===== config.mk =====
export PLATFORM = sky130hd
export DESIGN_NAME = ahb_bridge_arbiter
export DESIGN_NICKNAME = d
export VERILOG_FILES = /design/src/rtl/ahb_bridge_arbiter.sv
export SDC_FILE = /design/constraint.sdc
export NUM_CORES = 1
export LEC_CHECK = 0
export CORE_MARGIN = 5
export CORE_UTILIZATION = 30
export CTS_BUF_LIST = sky130_fd_sc_hd__clkbuf_16
export DETAILED_ROUTE_END_ITERATION = 6
export GPL_ROUTABILITY_DRIVEN = 0
export MAX_ROUTING_LAYER = met4
export PLACE_DENSITY = 0.73
export SKIP_LAST_GASP = 1
export SYNTH_ARGS = -nofsm -noshare
export SYNTH_HDL_FRONTEND = slang
export SYNTH_SLANG_ARGS = --single-unit

===== constraint.sdc =====
create_clock -name HCLK -period 4.5 [get_ports HCLK]
set_clock_uncertainty 0.1 [all_clocks]
set_input_delay 0.45 -clock HCLK [delete_from_list [all_inputs] [get_ports HCLK]]
set_output_delay 0.45 -clock HCLK [all_outputs]
set_load 0.05 [all_outputs]

===== src/rtl/ahb_bridge_arbiter.sv =====
// Round-robin arbiter sharing one bridge packet port between two requesters; grant and br_valid register 1 cycle after valid.
// Grant is held through br_ready stalls and the read return; a read that never returns is force-completed after TIMEOUT cycles.
module ahb_bridge_arbiter #(
    parameter int PKT_W   = 41,
    parameter int DATA_W  = 32,
    parameter int TIMEOUT = 16
) (
    input  logic              HCLK,
    input  logic              RESETn,
    input  logic [PKT_W-1:0]  req0_packet,
    input  logic              req0_valid,
    output logic              req0_ready,
    output logic [DATA_W-1:0] req0_rd_data,
    output logic              req0_rd_valid,
    input  logic [PKT_W-1:0]  req1_packet,
    input  logic              req1_valid,
    output logic              req1_ready,
    output logic [DATA_W-1:0] req1_rd_data,
    output logic              req1_rd_valid,
    output logic [PKT_W-1:0]  br_packet,
    output logic              br_valid,
    input  logic              br_ready,
    input  logic [DATA_W-1:0] br_rd_data,
    input  logic              br_rd_valid,
    output logic [1:0]        grant,
    output logic              timeout_err
);

    localparam logic [1:0] ST_IDLE    = 2'd0;
    localparam logic [1:0] ST_ISSUE   = 2'd1;
    localparam logic [1:0] ST_WAIT_RD = 2'd2;

    localparam int          TW   = (TIMEOUT > 2) ? $clog2(TIMEOUT) : 1;
    localparam logic [TW-1:0] TMAX = TW'(TIMEOUT - 1);

    logic [1:0]        state_q, state_d;
    logic [1:0]        grant_q, grant_d;
    logic              last_q, last_d;
    logic [PKT_W-1:0]  pkt_q, pkt_d;
    logic              bv_q, bv_d;
    logic [TW-1:0]     timer_q, timer_d;
    logic [DATA_W-1:0] rd0_q, rd0_d, rd1_q, rd1_d;
    logic              rv0_q, rv0_d, rv1_q, rv1_d;
    logic              terr_q, terr_d;
    logic              win1;
    logic [DATA_W-1:0] ret_data;

    always_comb begin
        state_d  = state_q;
        grant_d  = grant_q;
        last_d   = last_q;
        pkt_d    = pkt_q;
        bv_d     = bv_q;
        timer_d  = timer_q;
        rd0_d    = rd0_q;
        rd1_d    = rd1_q;
        rv0_d    = 1'b0;
        rv1_d    = 1'b0;
        terr_d   = 1'b0;
        win1     = 1'b0;
        ret_data = '0;
        case (state_q)
            ST_IDLE: begin
                if (req0_valid || req1_valid) begin
                    // last_q holds the index of the previous owner; the other side wins a tie
                    win1    = req1_valid && (!req0_valid || !last_q);
                    pkt_d   = win1 ? req1_packet : req0_packet;
                    grant_d = win1 ? 2'b10 : 2'b01;
                    bv_d    = 1'b1;
                    state_d = ST_ISSUE;
                end
            end
            ST_ISSUE: begin
                if (br_ready) begin
                    bv_d = 1'b0;
                    if (pkt_q[PKT_W-1]) begin
                        state_d = ST_IDLE;
                        grant_d = 2'b00;
                        last_d  = grant_q[1];
                    end else begin
                        state_d = ST_WAIT_RD;
                        timer_d = '0;
                    end
                end
            end
            ST_WAIT_RD: begin
                timer_d = timer_q + 1'b1;
                if (br_rd_valid || (timer_q == TMAX)) begin
                    // real data beats a coincident timeout
                    ret_data = br_rd_valid ? br_rd_data : '0;
                    terr_d   = !br_rd_valid;
                    if (grant_q[1]) begin
                        rd1_d = ret_data;
                        rv1_d = 1'b1;
                    end else begin
                        rd0_d = ret_data;
                        rv0_d = 1'b1;
                    end
                    state_d = ST_IDLE;
                    grant_d = 2'b00;
                    last_d  = grant_q[1];
                end
            end
            default: begin
                state_d = ST_IDLE;
                grant_d = 2'b00;
                bv_d    = 1'b0;
            end
        endcase
    end

    always_ff @(posedge HCLK or negedge RESETn) begin
        if (!RESETn) begin
            state_q <= ST_IDLE;
            grant_q <= 2'b00;
            last_q  <= 1'b1;
            pkt_q   <= '0;
            bv_q    <= 1'b0;
            timer_q <= '0;
            rd0_q   <= '0;
            rd1_q   <= '0;
            rv0_q   <= 1'b0;
            rv1_q   <= 1'b0;
            terr_q  <= 1'b0;
        end else begin
            state_q <= state_d;
            grant_q <= grant_d;
            last_q  <= last_d;
            pkt_q   <= pkt_d;
            bv_q    <= bv_d;
            timer_q <= timer_d;
            rd0_q   <= rd0_d;
            rd1_q   <= rd1_d;
            rv0_q   <= rv0_d;
            rv1_q   <= rv1_d;
            terr_q  <= terr_d;
        end
    end

    assign req0_ready    = (state_q == ST_ISSUE) && grant_q[0] && br_ready;
    assign req1_ready    = (state_q == ST_ISSUE) && grant_q[1] && br_ready;
    assign req0_rd_data  = rd0_q;
    assign req1_rd_data  = rd1_q;
    assign req0_rd_valid = rv0_q;
    assign req1_rd_valid = rv1_q;
    assign br_packet     = pkt_q;
    assign br_valid      = bv_q;
    assign grant         = grant_q;
    assign timeout_err   = terr_q;

endmodule


==> flow_summary.toml, run 1 <==
[run_status]
status = "completed"

[logic_synthesis]
synth.avg_cell_area_um2 = 11.81
netlist_instances = 427
ys_types = 38
yosysWarningCount = 0
syn-cell-area_um2 = 5044
yosysSeqAreaShare = 0.5857
synth_nets = 548
ys_seq_elements = 118

[clocking]
path_clk_slew_ns = 0.06
htree_levels = 4
cts_resized = 0
clockBufferDepth = 2
tritoncts = "built"
insertion_delay_ns = 0.40
cts-hold-fix-buffers = 0
cts-root-buf = "clkbuf_16"
cts_sinks = 118
cts_setup_buffers = 0
numCtsBuffers = 17

[global_route]
gr-total-overflow = 0
antenna_found_initial = 0
grt_pass1_wl_um = 23530
grt_usage = 0.1548
grt_pass1_vias = 4323
grt_max_degree = 77

[critical_path]
cp-start-kind = "flip-flop"
cp_data_required_time_ns = 3.95
path_class = "reg -> out"
crit_fanout = 66
critPathCaptureType = "output pin"
crit_arrival_ns = 2.38

[cells_and_area]
layout_common_cells = "clkdlybuf4s50_1, dfrtp_1, nand2_1"
area_growth_pct = 58.57
finalInstanceArea_um2 = 7998
layout-drive-gt1-share = 0.07763
layout.cells.non_filler = 877
num-nets-final = 765
fillCellCount = 1455
antenna_cells = 0
layout_commonest_cell = "clkdlybuf4s50_1"
fin_util = 0.4840

[placed_design]
placed_area_um2 = 7441
io_buffers = 232
dp.cells = 845
place_hpwl_um = 10650

[route]
totalWireLength_um = 14810
wl_per_cell_um = 16.89
dr.pass1.iters = 4
vias_per_cell = 4.815
initialDrtViolationCount = 190
drc = 0
detail-route-antenna-nets = 0
vias = 4223

[sta]
period_needed_ns = 2.929
clock.fmax_ghz = 0.3414
relSlewSlack = 0.2532
setup_viol_count_final = 0
setup_tns_ns = 0
rsz0062_at_grt = "no"
worst_pin_slew_ns = 1.120
period_share = 0.6508
slew_violations = 0
finalHoldViolCount = 0

[min_path]
hold_class = "in -> async"

[power_and_ir_drop]
switching_power_mw = 3.276
power_density_nw_per_um2 = 858.1
power_frac_comb = 0.539
p_leak_nw = 3.334
p_clk_frac = 0.185
ir_worst_vdd_v = 0.0003911
total_power_mw = 6.862
swShare = 0.4774
intPower_mw = 3.586
seqPwrFrac = 0.276

[floorplan]
rows = 47
core_um2 = 16520
die_w_um = 139.7
die_h_um = 139.7
start_util = 0.3052
io-pin-count = 233
die-area_um2 = 19500

[run]
drv_cap = 0
==> per-stage QoR <==
step | hold WS (ns) | worst slack, ns
finish | 0.08822 | 1.571
global route | 0.1791 | 1.514
CTS | 0.1234 | 1.558
detailed placement | 0.3698 | 1.630
global placement | 0.3607 | 1.741
floorplan | 0.05441 | 2.730
==> final timing paths <==
kind,from,to,slack [ns],cells past startpoint
setup / recovery,grant[1]$_DFFE_PN0P_,grant[1],1.57,2
hold / removal,RESETn,req1_rd_data[31]$_DFFE_PN0P_,0.09,1
setup reg to reg,state_q[1]$_DFFE_PN0P_,req0_rd_data[10]$_DFFE_PN0P_,2.14,4
hold reg to reg,br_packet[32]$_DFFE_PN0P_,br_packet[32]$_DFFE_PN0P_,0.37,2
max in group asynchronous,RESETn,br_packet[9]$_DFFE_PN0P_,3.11,2
min in group HCLK,br_packet[32]$_DFFE_PN0P_,br_packet[32]$_DFFE_PN0P_,0.37,2
==> Yosys cell counts <==
master	number	area, um^2
a311oi_1	1	8.760
nor3b_1	1	7.510
dfrtp_1	117	2928
and2_1	1	6.260
nor2b_4	1	13.76
a22o_1	1	8.760
o32a_1	1	10.01
mux2_2	1	11.26
inv_1	3	11.26
o22ai_1	1	6.260
mux2_1	1	11.26
o21ai_0	46	230.2
nand2b_1	3	18.77
xnor2_1	1	8.760
a21boi_0	1	7.510
nand3b_1	1	7.510
clkbuf_1	14	52.55
o211ai_2	1	12.51
dfstp_2	1	26.28
buf_4	8	60.06
nand4b_1	2	17.52
or3_1	1	6.260
o2bb2ai_2	2	30.03
or2_1	1	6.260
a32o_1	32	320.3
nand2_1	78	292.8
o2bb2ai_1	30	262.8
nor3_1	1	5.000
buf_2	7	35.03
a21oi_1	5	25.02
buf_6	10	112.6
and3_2	1	7.510
nor2_1	6	22.52
nand2b_2	1	8.760
ha_1	1	12.51
and3_1	2	12.51
o21ai_2	1	8.760
mux2i_1	41	410.4
==> area by class of cell <==
class	instances	area, um^2	share of cell area
Sequential cell	118	2955	0.3695
Clock inverter	15	131.4	0.01643
Inverter	3	11.26	0.001408
Timing Repair Buffer	237	2357	0.2947
Multi-Input combinational cell	267	1842	0.2303
Tap cell	220	275.3	0.03442
Clock buffer	17	425.4	0.05319
==> per-layer routing <==
layer	global-route usage	wire length, um
met1	0.1928	6699
met2	0.2333	6713
met3	0.06003	1225
met4	0.04946	172
met5	-	0
==> logic make-up (layout without fill, tap and decap cells) <==
family	after synthesis	after routing	share of synthesized area
AO/OA/AOI/OAI	122	122	0.1846
adder cells (fa/ha/maj)	1	1	0.002480
flip-flops	118	118	0.5857
buffers and inverters	42	272	0.05383
AND/OR/NAND/NOR	100	100	0.08584
XOR/XNOR	1	1	0.001737
multiplexers	43	43	0.08583
==> power groups by stage <==
| stage | Combinational (mW) | Clock, mW | Sequential [mW] |
|---|---|---|---|
| 2_1_floorplan | 0.866 | 0 | 3.45 |
| 3_3_place_gp | 3.69 | 0 | 1.88 |
| 3_5_place_dp | 3.74 | 0 | 1.90 |
| 4_1_cts | 3.74 | 1.30 | 1.90 |
| 5_1_grt | 3.88 | 1.35 | 1.96 |
| 6_report | 3.70 | 1.27 | 1.89 |
==> registers in the layout, summed over array words and instances (netlist names) <==
| signal | cells |
|---|---|
| timer_q | 4 |
| req0_rd_valid | 1 |
| req0_rd_data | 32 |
| br_packet | 41 |
| req1_rd_data | 32 |
| timeout_err | 1 |
| req1_rd_valid | 1 |
| state_q | 2 |
| last_q | 1 |
| grant | 2 |
| br_valid | 1 |
==> critical path, stage by stage (launching register included) <==
cell,delay (ns)
dfrtp_2,0.41
buf_4,0.57
clkdlybuf4s50_1,0.93
No activity file was read; power rests on OpenSTA's default activity.
==> inputs of run 2 (changes only) <==
- clock period: 4.5 -> 2.7 ns (I/O delays scaled with it)
==> flow_summary.toml, run 2 (synthesis results as in run 1) <==
[run_status]
status = "completed"

[global_route]
antenna_found_initial = 0
grt_pass1_wl_um = 23530
grt_pass1_vias = 4458
grt_max_degree = 85
grt_usage = 0.1540
gr-total-overflow = 0

[cells_and_area]
layout_common_cells = "clkdlybuf4s50_1, dfrtp_1, nand2_1"
antenna_cells = 0
seqCellArea_um2 = 2955
area_growth_pct = 60.21
layout-drive-gt1-share = 0.08018
layout_commonest_cell = "clkdlybuf4s50_1"
fin_util = 0.4890
multi_input_area_um2 = 1842
layout.cells.non_filler = 881
num-nets-final = 769
largest_register_ffs = 41
fillCellCount = 1444
finalInstanceArea_um2 = 8080

[clocking]
tritoncts = "built"
cts_setup_buffers = 0
htree_levels = 4
insertion_delay_ns = 0.41
cts-root-buf = "clkbuf_16"
clockBufferDepth = 2
cts_sinks = 118
path_clk_slew_ns = 0.06
numCtsBuffers = 17

[critical_path]
critical_path.max_stage_delay_ns = 0.80
crit_fanout = 11
critPathCaptureType = "output pin"
crit_arrival_ns = 2.20
cp_cell_sequence = "inv_1, nor2_1, and3_1, clkdlybuf4s50_1"
cp-start-kind = "flip-flop"
path_class = "reg -> out"
cp_top_family = "buffers and inverters"
crit_slowest_cell = "clkdlybuf4s50_1"
cp_data_required_time_ns = 2.33
path_buf_inv = 2

[route]
vias_per_cell = 4.846
initialDrtViolationCount = 177
totalWireLength_um = 14640
dr.pass1.iters = 4
vias = 4269
detail-route-antenna-nets = 0
wl_per_cell_um = 16.62
drc = 0

[min_path]
hold_class = "in -> reg"

[power_and_ir_drop]
p_leak_nw = 3.381
total_power_mw = 11.47
ir_worst_vdd_v = 0.0006893
power_density_nw_per_um2 = 1419

[run]
drv_cap = 0

[sta]
setup_tns_ns = 0
relSlewSlack = 0.5293
finalHoldViolCount = 0
period_needed_ns = 2.565
clock.fmax_ghz = 0.3898
rsz0062_at_grt = "no"
slew_violations = 0
hold-worst-slack_ns = 0.3575
worst_slack_ns = 0.1345
setup_viol_count_final = 0
period_share = 0.9502
worst_pin_slew_ns = 0.7060

[placed_design]
io_buffers = 232
place_hpwl_um = 10660
dp.cells = 848
dp_slack_ns = 0.4963
placed_area_um2 = 7513

[floorplan]
die_w_um = 139.7
start_util = 0.3052
core_um2 = 16520
die_h_um = 139.7
io-pin-count = 233
rows = 47
die-area_um2 = 19500
-- run 2: path summary, 6_finish.rpt --
kind | startpoint | end | slack [ns] | cells after the start
min in group asynchronous | RESETn | req1_rd_data[30]$_DFFE_PN0P_ | 0.41 | 2
min reg2reg | br_packet[15]$_DFFE_PN0P_ | br_packet[15]$_DFFE_PN0P_ | 0.38 | 2
max in group asynchronous | RESETn | br_packet[9]$_DFFE_PN0P_ | 1.30 | 3
max | state_q[0]$_DFFE_PN0P_ | req0_ready | 0.13 | 4
max reg2reg | timer_q[0]$_DFFE_PN0P_ | req0_rd_data[9]$_DFFE_PN0P_ | 0.80 | 6
min | br_rd_data[23] | req0_rd_data[23]$_DFFE_PN0P_ | 0.36 | 3
-- run 2: power by group --
group	leakage, nW	internal [mW]	switching (mW)
Combinational	1.62	2.15	4.06
Clock	0.275	1.27	0.832
Sequential	1.48	2.60	0.557
Total	3.38	6.02	5.44
-- run 2: what timing repair did --
item,CTS,global route
hold endpoints to repair,51,0
hold buffers,1,0
gates resized for setup,0,0
-- run 2: tightest hold or removal path, cell delays in order --
cell,delay (ns)
clkdlybuf4s50_1,0.42
nand2_1,0.06
o2bb2ai_1,0.07
-- run 2: cell type report --
type / count / share of cell area
clock buffer: 17 / 0.05265
inverter: 3 / 0.001394
sequential: 118 / 0.3657
multi-input combinational: 267 / 0.2279
timing repair buffer: 241 / 0.3020
tap: 220 / 0.03407
clock inverter: 15 / 0.01626
-- run 2: routing by layer --
layer  vias up  GRT usage  part of all wire
met5         -          -                 0
met4         0    0.04793             0.010
met3        10    0.06244              0.10
met2       199     0.2372              0.46
met1      2059     0.1862              0.43
li1       2001          -                 -
